`config.mk`:
```
export PLATFORM = sky130hd
export DESIGN_NAME = widths_unpack
export DESIGN_NICKNAME = d
export VERILOG_FILES = /design/src/rtl/widths_pkg.sv /design/src/rtl/widths_field_ext.sv /design/src/rtl/widths_unpack.sv
export SDC_FILE = /design/constraint.sdc
export NUM_CORES = 1
export LEC_CHECK = 0
export ABC_AREA = 1
export CORE_MARGIN = 3
export CORE_UTILIZATION = 40
export CTS_BUF_LIST = sky130_fd_sc_hd__clkbuf_2
export CTS_CLUSTER_DIAMETER = 60
export CTS_CLUSTER_SIZE = 16
export DETAILED_ROUTE_END_ITERATION = 8
export MAX_ROUTING_LAYER = met4
export PLACE_DENSITY = 0.76
export SYNTH_ARGS = -nofsm -noshare
export SYNTH_HDL_FRONTEND = slang
export SYNTH_SLANG_ARGS = --single-unit
```
`constraint.sdc`:
```
create_clock -name clk -period 1.1 [get_ports clk]
set_clock_uncertainty 0.1 [all_clocks]
set_input_delay 0.11 -clock clk [delete_from_list [all_inputs] [get_ports clk]]
set_output_delay 0.11 -clock clk [all_outputs]
set_load 0.005 [all_outputs]
```
`src/rtl/widths_pkg.sv`:
```
// Shared definitions for the widths unpack path: FSM state encoding,
// output field select codes and the field-width helper.
package widths_pkg;

  // Unpacker sequencing: waiting for a word, presenting A, presenting B.
  typedef enum logic [1:0] {
    IDLE   = 2'd0,
    EMIT_A = 2'd1,
    EMIT_B = 2'd2
  } unpack_state_t;

  // Values driven on out_sel to identify which field is on out_field.
  localparam logic SEL_A = 1'b0;
  localparam logic SEL_B = 1'b1;

  // Larger of two widths; used at elaboration time to size the output field.
  function automatic int wmax(input int a, input int b);
    return (a > b) ? a : b;
  endfunction

endpackage

```
`src/rtl/widths_field_ext.sv`:
```
// Combinational width extender: widens one field to OUT_W bits.
// Zero-extends by default; with WIDTHS_UNPACK_SIGN_EXT_EN defined the
// field MSB is replicated instead. Equal widths pass straight through.
module widths_field_ext #(
  parameter int IN_W  = 1,
  parameter int OUT_W = 1
) (
  input  logic [IN_W-1:0]  field,
  output logic [OUT_W-1:0] ext
);

  // Pick the extension form at elaboration time; OUT_W is never below IN_W.
  generate
    if (OUT_W == IN_W) begin : g_pass
      assign ext = field;
    end else begin : g_ext
`ifdef WIDTHS_UNPACK_SIGN_EXT_EN
      assign ext = {{(OUT_W-IN_W){field[IN_W-1]}}, field};
`else
      assign ext = {{(OUT_W-IN_W){1'b0}}, field};
`endif
    end
  endgenerate

endmodule

```
`src/rtl/widths_unpack.sv`:
```
// Serializing unpacker: takes one packed word {a, b} per input handshake
// and emits field A then field B on a single FW-wide output stream.
// Outputs are registered; in_ready in EMIT_B is the only combinational
// path (it follows out_ready so a new word can load with no bubble).
// Optional build macro: WIDTHS_UNPACK_SIGN_EXT_EN (sign-extend the narrower
// field instead of zero-extending it; handshake and timing are unchanged).
module widths_unpack
  import widths_pkg::*;
#(
  parameter  int WIDTH_A = 5,
  parameter  int WIDTH_B = 3,
  localparam int FW      = wmax(WIDTH_A, WIDTH_B)
) (
  input  logic                       clk,
  input  logic                       rst,
  input  logic [WIDTH_A+WIDTH_B-1:0] in_cat,
  input  logic                       in_valid,
  output logic                       in_ready,
  output logic [FW-1:0]              out_field,
  output logic                       out_sel,
  output logic                       out_last,
  output logic                       out_valid,
  input  logic                       out_ready
);

  unpack_state_t        state, state_n;
  // Only B needs holding: A goes straight from in_cat into out_field.
  logic [WIDTH_B-1:0]   hold, hold_n;
  logic [FW-1:0]        field_n;
  logic                 sel_n, last_n, valid_n;
  logic [FW-1:0]        a_ext, b_ext;

  // A is widened from the incoming word, B from the hold register.
  widths_field_ext #(.IN_W(WIDTH_A), .OUT_W(FW)) u_ext_a (
    .field (in_cat[WIDTH_A+WIDTH_B-1:WIDTH_B]),
    .ext   (a_ext)
  );

  widths_field_ext #(.IN_W(WIDTH_B), .OUT_W(FW)) u_ext_b (
    .field (hold),
    .ext   (b_ext)
  );

  // Next-state, next-output and in_ready decode.
  always_comb begin
    // NOTE: every output of this block gets a default first so no path can
    // leave one unassigned and infer a latch.
    state_n  = state;
    hold_n   = hold;
    field_n  = out_field;
    sel_n    = out_sel;
    last_n   = out_last;
    valid_n  = out_valid;
    in_ready = 1'b0;

    case (state)
      IDLE: begin
        in_ready = 1'b1;
        if (in_valid) begin
          hold_n  = in_cat[WIDTH_B-1:0];
          field_n = a_ext;
          sel_n   = SEL_A;
          last_n  = 1'b0;
          valid_n = 1'b1;
          state_n = EMIT_A;
        end
      end

      EMIT_A: begin
        if (out_ready) begin
          field_n = b_ext;
          sel_n   = SEL_B;
          last_n  = 1'b1;
          valid_n = 1'b1;
          state_n = EMIT_B;
        end
      end

      EMIT_B: begin
        in_ready = out_ready;
        if (out_ready) begin
          if (in_valid) begin
            hold_n  = in_cat[WIDTH_B-1:0];
            field_n = a_ext;
            sel_n   = SEL_A;
            last_n  = 1'b0;
            valid_n = 1'b1;
            state_n = EMIT_A;
          end else begin
            sel_n   = SEL_A;
            last_n  = 1'b0;
            valid_n = 1'b0;
            state_n = IDLE;
          end
        end
      end

      default: begin
        sel_n   = SEL_A;
        last_n  = 1'b0;
        valid_n = 1'b0;
        state_n = IDLE;
      end
    endcase
  end

  // State, hold register and registered outputs; reset discards any word
  // in flight.
  always_ff @(posedge clk or posedge rst) begin
    if (rst) begin
      // NOTE: the hold register is reset too; it is a single small register,
      // not a memory array, so clearing it is cheap and keeps it deterministic.
      state     <= IDLE;
      hold      <= '0;
      out_field <= '0;
      out_sel   <= SEL_A;
      out_last  <= 1'b0;
      out_valid <= 1'b0;
    end else begin
      // NOTE: non-blocking assignments so every register samples the values
      // from before this edge, regardless of statement order.
      state     <= state_n;
      hold      <= hold_n;
      out_field <= field_n;
      out_sel   <= sel_n;
      out_last  <= last_n;
      out_valid <= valid_n;
    end
  end

endmodule

```
==> run metrics, run 1 <==
Max-Cap Viols 0; detailed-router iteration count before antenna repair 4; syn nets 92; wire per inst 9.74 um; sequential-to-total area share from yosys stat about 47%; Critical-path top delay cell dfrtp_2; crit path max fanout 7; commonest non-fill, non-tap cell in the layout nand2_1; chip height 44.3 um; gr ovfl total 0; Reg clk slew, reported paths 130 ps; CP endpoint kind register; largest net degree at the start of global routing 12; Synth Register Bits 11; FF/Latch Area 277 um2; CTS buffer count 3; violated checks setup timing; Core Footprint 1330 um2; area leader, netlist dfrtp_1; WP buf/inv 3; YS warnings 0; Post-Syn Area 587 um2; final WL approximately 1300 um; Final HPWL DP ~940 um; final worst slack -225 ps; share of layout cells above drive strength 1 between 30% and 40%; Distinct cells, synth 14; CTS sink cnt 11; initial antenna violation count 0; fmax 0.755 GHz; Critical Path Most Common Cell nand2_4; relative slew slack 85.0%; CP delay by family, top flip-flops; worst-margin pin slew 224 ps; first-pass GRT wire length approximately 2200 um; DRC violations left 0; Max H-tree Level 1; n_diodes 0; period utilization 120%; vias in the first global route 540; crit path kind reg -> reg; status finished with violations; Peak supply drop 0.00163 V; clock buffer depth 2; row cnt 13; minimum clock period roughly 1300 ps; Layout Utilization 70.8%; pre-CTS setup slack -467 ps; Area growth syn-to-layout 61.0%; # IOs 21; Initial Utilization 44.0%; TritonCTS clock tree yes; antenna viol nets, final 0; final setup fails 12; gr usage total 15.9%; RSZ-0062 raised after global routing yes; Fin. Hold Viols 0; Total Nets Final 131; Final Power 2.31 mW; post-synth top area share 46.9%; crit-path max cell delay roughly 440 ps; crit path DAT 1380 ps; Power Density roughly 2400 nW/um2; WP data required 1160 ps; Root Driver clkbuf_2; most frequent cells in the layout 27 x nand2_1, 13 x buf_4, 11 x clkdlybuf4s50_1, 10 x inv_1, 10 x dfrtp_1; routed via count 591; gpl congestion 0.793; Synth Instances 80; DR vias/cell 4.44; synth top area cells dfrtp_1 47%, nand2_1 20%, inv_1 6.4%, o21ai_1 6.0%, nor2_1 4.5%; Hold Crit Class in -> async; initial drt markers 12; worst path cell trace buf_6, buf_8, nand2_4, inv_2, nor2_4, nand2_4, nand2_2, nand2_1; number of buffers added on ports 20; startpoint types register; count of pins over their slew limit 0; Clk Latency, worst-skew pair 270 ps; Horiz. Die Dim roughly 44 um; area of the multi-input gates 284 um2; leak pwr 0.535 nW; syn_area_per_cell 7.34 um2; total die area 1960 um2; FILL cells 116; Hold Buf Count CTS 0
-- path summary, 6_finish.rpt --
path	startpoint	endpoint	slack, ps	cells past startpoint
setup / recovery	out_last$_DFFE_PP0P_	out_field[2]$_DFFE_PP0P_	-230	8
hold / removal	rst	out_field[0]$_DFFE_PP0P_	2	3
setup reg to reg	out_last$_DFFE_PP0P_	out_field[2]$_DFFE_PP0P_	-230	8
hold reg to reg	out_field[4]$_DFFE_PP0P_	out_field[4]$_DFFE_PP0P_	390	2
max in group asynchronous	rst	hold[0]$_DFFE_PP0P_	730	3
min in group clk	in_cat[2]	hold[2]$_DFFE_PP0P_	290	3
-- layer usage --
metal | vias up | GRT usage [%] | share of wire (%)
li1 | 318 | - | -
met1 | 251 | 16.8 | 42
met2 | 17 | 26.7 | 48
met3 | 5 | 4.07 | 6.9
met4 | 0 | 9.04 | 2.3
met5 | - | - | 0
-- Yosys cell counts (all sizes together) --
library cell and count:
buf 2, dfrtp 11, inv 13, nand2 33
nand3 3, nor2 10, o21ai 8
-- cell type report --
class                   count  share of cell area (%)
multi-input cells          54                    30.1
well taps                  15                    1.99
clock buffers               4                    2.12
repair buffers             36                    31.4
flip-flops and latches     11                    29.3
inverters                  13                    5.17
-- cell families (layout without fill, tap and decap cells) --
kind of cell / Yosys count / after routing / share of synthesized area (%)
simple gates: 46 / 46 / 34.8
compound gates: 8 / 8 / 7.46
flops: 11 / 11 / 46.9
buf+inv: 15 / 53 / 10.9
-- registers in the layout, indices dropped and copies added (netlist names) --
name,flops
hold,3
out_field,5
out_last,1
out_valid,1
state,1
-- metrics by stage --
step | area (um2) | hold slack (ps) | setup TNS [ps] | std cells
finish | 945 | 1.68 | -1760 | 133
global route | 945 | 0.449 | -2530 | 133
CTS | 936 | 2.67 | -1840 | 130
detailed placement | 860 | 310 | -2790 | 121
global placement | 860 | 307 | -2380 | 121
floorplan | 599 | -138 | 0 | 80
-- tightest hold or removal path, cell delays in order --
cell             delay (ps)
clkdlybuf4s50_1         400
inv_1                    50
buf_4                   190
-- repair_timing --
item                                    in CTS  in global routing
pin swaps                                    3                  1
endpoints found under the setup margin      19                 19
buffers inserted                             5                  3
gates resized for setup                     35                  9
-- where the power goes --
part / switching (mW) / total, mW / leakage [nW] / internal [mW]
clock: 0.144 / 0.241 / 0.0166 / 0.0964
sequential: 0.111 / 0.711 / 0.134 / 0.600
combinational: 0.655 / 1.36 / 0.384 / 0.704
Power figures use the tool's default switching activity.
==> run 2, diff against run 1 <==
--- a/config.mk
+++ b/config.mk
@@ -12,8 +12,10 @@
 export CTS_CLUSTER_DIAMETER = 60
 export CTS_CLUSTER_SIZE = 16
 export DETAILED_ROUTE_END_ITERATION = 8
+export GPL_TIMING_DRIVEN = 0
 export MAX_ROUTING_LAYER = met4
 export PLACE_DENSITY = 0.76
+export SETUP_SLACK_MARGIN = 0.15
 export SYNTH_ARGS = -nofsm -noshare
 export SYNTH_HDL_FRONTEND = slang
 export SYNTH_SLANG_ARGS = --single-unit
==> run 2 against run 1 <==
Effect of this change: the flow still finishes with violations (setup timing); critical endpoint is now out_field[1]$_DFFE_PP0P_; count of clock-buffer cells in the layout stayed put; sequential share of layout area is 1.6 points lower; via count is 3.2% higher; flip-flop and latch count stayed put; register-to-register slack hardly changed; critical path depth stayed put; die area stayed put; global-route usage is 0.62 points higher; sequential power is 0.8% lower; clock power is 3% lower; final cell count is 1.5% higher; worst hold slack better by 31 ps.
==> run metrics, run 2 (synthesized netlist as in run 1, its figures left out) <==
total die area 1960 um2; gr usage total 16.5%; fmax 0.754 GHz; number of buffers added on ports 20; combinational power share 63.4%; largest net degree at the start of global routing 12; FILL cells 95; gpl congestion 0.765; startpoint types register; Sw Pwr 1.02 mW; Layout Utilization roughly 75%; max reg flops 5; first-pass GRT wire length 2270 um; Clk Latency, worst-skew pair 250 ps; Int Power 1.55 mW; initial antenna violation count 0; crit path DAT approximately 1400 ps; crit path max fanout 6; commonest non-fill, non-tap cell in the layout nand2_1; Area growth syn-to-layout 70.4%; crit path kind reg -> reg; Finished Layout Cells 135; Max-Cap Viols 0; wire per inst approximately 11 um; Fin. Hold Viols 0; Final Power 2.57 mW; final worst slack -226 ps; CTS buffer count 3; Max H-tree Level 1; clock group share of total power under 10%; worst-margin pin slew 416 ps; RSZ-0062 raised after global routing yes; leak pwr roughly 0.56 nW; Core Footprint 1330 um2; period utilization 121%; # IOs 21; CP endpoint kind register; Reg clk slew, reported paths 110 ps; minimum clock period 1330 ps; chip height 44.3 um; Power Density 2570 nW/um2; clock buffer depth 2; DRC violations left 0; area of the multi-input gates 309 um2; Largest regs out_field: 5 flops, hold: 3 flops; FF/Latch Area roughly 280 um2; WP data required roughly 1200 ps; Hold Crit Class in -> async; initial drt markers 5; Peak supply drop roughly 0.0014 V; Total Nets Final roughly 130; Hold Buf Count CTS 0; Setup TNS Final -2470 ps; most frequent cells in the layout 25 x nand2_1, 13 x buf_4, 10 x dfrtp_1, 10 x clkdlybuf4s50_1, 8 x inv_1; vias in the first global route 545; DR vias/cell 4.52; antenna viol nets, final 0; CTS sink cnt 11; n_diodes 0; routed via count 610; TritonCTS clock tree yes; status finished with violations; relative slew slack 72.2%; Reg with most FFs out_field; sw frac 39.6%; Root Driver clkbuf_2; sequential share of power between 20% and 30%; placed insts about 120; count of pins over their slew limit 0; worst path cell trace buf_6, buf_8, nand2_4, inv_4, nor2_4, nand2_4, nand2_1, nand2_1; detailed-router iteration count before antenna repair 4; Critical-path top delay cell dfrtp_2; Horiz. Die Dim 44.3 um; Initial Utilization about 44%; violated checks setup timing; final WL 1470 um; row cnt 13; share of layout cells above drive strength 1 45.0%; final setup fails 14; crit-path max cell delay 440 ps; Final HPWL DP 877 um; gr ovfl total 0
-- run 2: changes by cell type in the layout (fill, tap and decap cells not counted), moves of 2 or more --
cell / delta
buf_2: +4
buf_6: +3
clkbuf_2: -5
inv_1: -2
nand2_1: -2
nor2_1: -2
nor2_4: +2
-- run 2: area by class of cell --
class / instances / area share (%)
plain buffers: 2 / 1.88
well taps: 15 / 1.88
repair buffers: 36 / 30.5
multi-input cells: 54 / 30.9
flip-flops and latches: 11 / 27.7
clock buffers: 4 / 2.00
inverters: 13 / 5.13
-- run 2: power groups by stage --
stage	sequential (mW)	combinational [mW]	clock (mW)
CTS	0.691	1.39	0.239
detailed placement	0.751	1.08	0
finish	0.705	1.63	0.233
global route	0.725	1.79	0.260
floorplan	0.748	0.623	0
global placement	0.744	1.06	0
-- run 2: final timing paths --
kind | from | end | slack [ps] | cells past startpoint
min | rst | out_field[4]$_DFFE_PP0P_ | 30 | 2
min in group clk | out_ready | state[0]$_DFFE_PP0P_ | 180 | 2
min reg2reg | hold[1]$_DFFE_PP0P_ | hold[1]$_DFFE_PP0P_ | 430 | 2
max | out_last$_DFFE_PP0P_ | out_field[1]$_DFFE_PP0P_ | -230 | 8
max reg2reg | out_last$_DFFE_PP0P_ | out_field[1]$_DFFE_PP0P_ | -230 | 8
max in group asynchronous | rst | out_last$_DFFE_PP0P_ | 560 | 2
-- run 2: per-stage QoR --
| step | area (um2) | hold WS [ps] | worst slack, ps |
|---|---|---|---|
| global route | 1000 | 57.3 | -289 |
| CTS | 933 | 57.5 | -215 |
| finish | 1000 | 32.6 | -226 |
| detailed placement | 818 | 349 | -572 |
| floorplan | 599 | -138 | 9.90 |
| global placement | 818 | 331 | -555 |
-- run 2: repair_timing --
action                                  in CTS  in global routing
buffers inserted                            11                  5
gates resized for setup                     53                  9
endpoints found under the setup margin      20                 20
pin swaps                                   10                 11
-- run 2: worst max-delay path, delay by kind of cell, from the launching register on --
| kind | cells | cell delay [ps] |
|---|---|---|
| AND/OR/NAND/NOR | 5 | 390 |
| buffers and inverters | 3 | 300 |
| flip-flops | 1 | 440 |
-- run 2: per-layer routing --
| layer | vias up | GRT usage [%] | part of all wire (%) | wire (um) |
|---|---|---|---|---|
| li1 | 319 | - | - | - |
| met1 | 272 | 17.8 | 41 | 600 |
| met2 | 17 | 28.8 | 52 | 761 |
| met3 | 2 | 5.28 | 6.5 | 96 |
| met4 | 0 | 4.82 | 0.55 | 8 |
| met5 | - | - | 0 | 0 |
==> run 3, diff against run 2 <==
--- a/config.mk
+++ b/config.mk
@@ -16,6 +16,7 @@
 export MAX_ROUTING_LAYER = met4
 export PLACE_DENSITY = 0.76
 export SETUP_SLACK_MARGIN = 0.15
+export SKIP_CTS_REPAIR_TIMING = 1
 export SYNTH_ARGS = -nofsm -noshare
 export SYNTH_HDL_FRONTEND = slang
 export SYNTH_SLANG_ARGS = --single-unit
==> run 3 against run 2 <==
Effect of this change: the flow still finishes with violations (setup timing); first-iteration DRC count is 80% lower; core utilization is 8.5 points lower; flip-flop and latch count stayed put; largest cell class is now registers; highest routed layer is now met3.
==> run metrics, run 3 (synthesized netlist as in run 1, its figures left out) <==
Power Density 2460 nW/um2; status finished with violations; antenna viol nets, final 0; gpl congestion between 0.7 and 0.8; Max H-tree Level 1; largest net degree at the start of global routing 12; first-pass GRT wire length 1790 um; Largest regs out_field: 5 flops, hold: 3 flops; total die area roughly 2000 um2; count of pins over their slew limit 0; Hold WS 37.7 ps; vias in the first global route 450; WP data required 890 ps; final setup fails 12; crit path kind reg -> out; Total Nets Final 124; number of buffers added on ports 20; CP endpoint kind output port; DRC violations left 0; final WL 1230 um; startpoint types register; violated checks setup timing; Core Footprint roughly 1300 um2; fmax 0.741 GHz; Fin. Hold Viols 0; gr ovfl total 0; initial antenna violation count 0; row cnt 13; CTS sink cnt 11; TritonCTS clock tree yes; worst setup path start out_last$_DFFE_PP0P_; crit path max fanout 6; wire per inst a little under 10 um; Reg clk slew, reported paths 120 ps; relative slew slack 71.5%; n_diodes 0; DR vias/cell 4.31; leak pwr 0.511 nW; detailed-router iteration count before antenna repair 4; max reg flops 5; Root Driver clkbuf_2; worst-margin pin slew 427 ps; Final HPWL DP 877 um; most frequent cells in the layout 28 x nand2_1, 11 x clkdlybuf4s50_1, 10 x inv_1, 10 x dfrtp_1, 8 x clkbuf_2; Setup TNS Final -1990 ps; CTS buffer count 3; # IOs 21; commonest non-fill, non-tap cell in the layout nand2_1; crit path DAT 1140 ps; Peak supply drop 0.00129 V; gr usage total 12.9%; period utilization 123%; initial drt markers 1; Hold Crit Class in -> async; Reg with most FFs out_field; Area growth syn-to-layout 51.0%; Clk Latency, worst-skew pair 250 ps; Max-Cap Viols 0; share of layout cells above drive strength 1 31.5%; chip height 44.3 um; Initial Utilization a little over two fifths; Horiz. Die Dim 44.3 um; Crit Reg-Reg Startpoint out_last$_DFFE_PP0P_; clock buffer depth 2; final worst slack -250 ps; routed via count 543; RSZ-0062 raised after global routing yes; minimum clock period between 1000 and 1500 ps
## run 3: power by group
part | switching [mW] | total [mW] | internal (mW)
sequential | 0.124 | 0.725 | 0.600
clock | 0.136 | 0.233 | 0.0965
combinational | 0.592 | 1.22 | 0.630
## run 3: critical path, cell delays in order, from the launching register on
cell and delay [ps]:
dfrtp_2 480, nand2_1 130, inv_1 60, nor2_1 80, dlymetal6s2s_1 130
## run 3: metal layers
| metal | wire length (um) | track usage (%) | vias up |
|---|---|---|---|
| met5 | 0 | - | - |
| met4 | 0 | 3.61 | 0 |
| met3 | 101 | 4.88 | 0 |
| met2 | 590 | 20.9 | 17 |
| met1 | 539 | 14.8 | 227 |
| li1 | - | - | 299 |
## run 3: cell type report
class	instances	area, um2
Clock buffer	4	20.0
Multi-Input combinational cell	54	267
Sequential cell	11	277
Inverter	13	48.8
Fill cell	123	448
Buffer	2	18.8
Tap cell	15	18.8
Timing Repair Buffer	27	236
## run 3: path summary, 6_finish.rpt
kind	to	slack, ps	cells after the start
max in group asynchronous	out_last$_DFFE_PP0P_	550	2
setup reg to reg	out_field[1]$_DFFE_PP0P_	-230	6
hold reg to reg	out_field[2]$_DFFE_PP0P_	400	2
min in group clk	hold[0]$_DFFE_PP0P_	290	3
setup / recovery	in_ready	-250	4
hold / removal	out_field[4]$_DFFE_PP0P_	40	2
## run 3: through the flow
stage	setup WS (ps)	cells	power, mW	area (um2)	util (%)
detailed placement	-572	115	1.83	818	61.4
global placement	-555	115	1.81	818	61.4
CTS	-661	119	2.06	838	62.9
floorplan	9.90	80	1.37	599	-
finish	-250	126	2.18	886	66.4
global route	-330	126	2.38	886	66.4
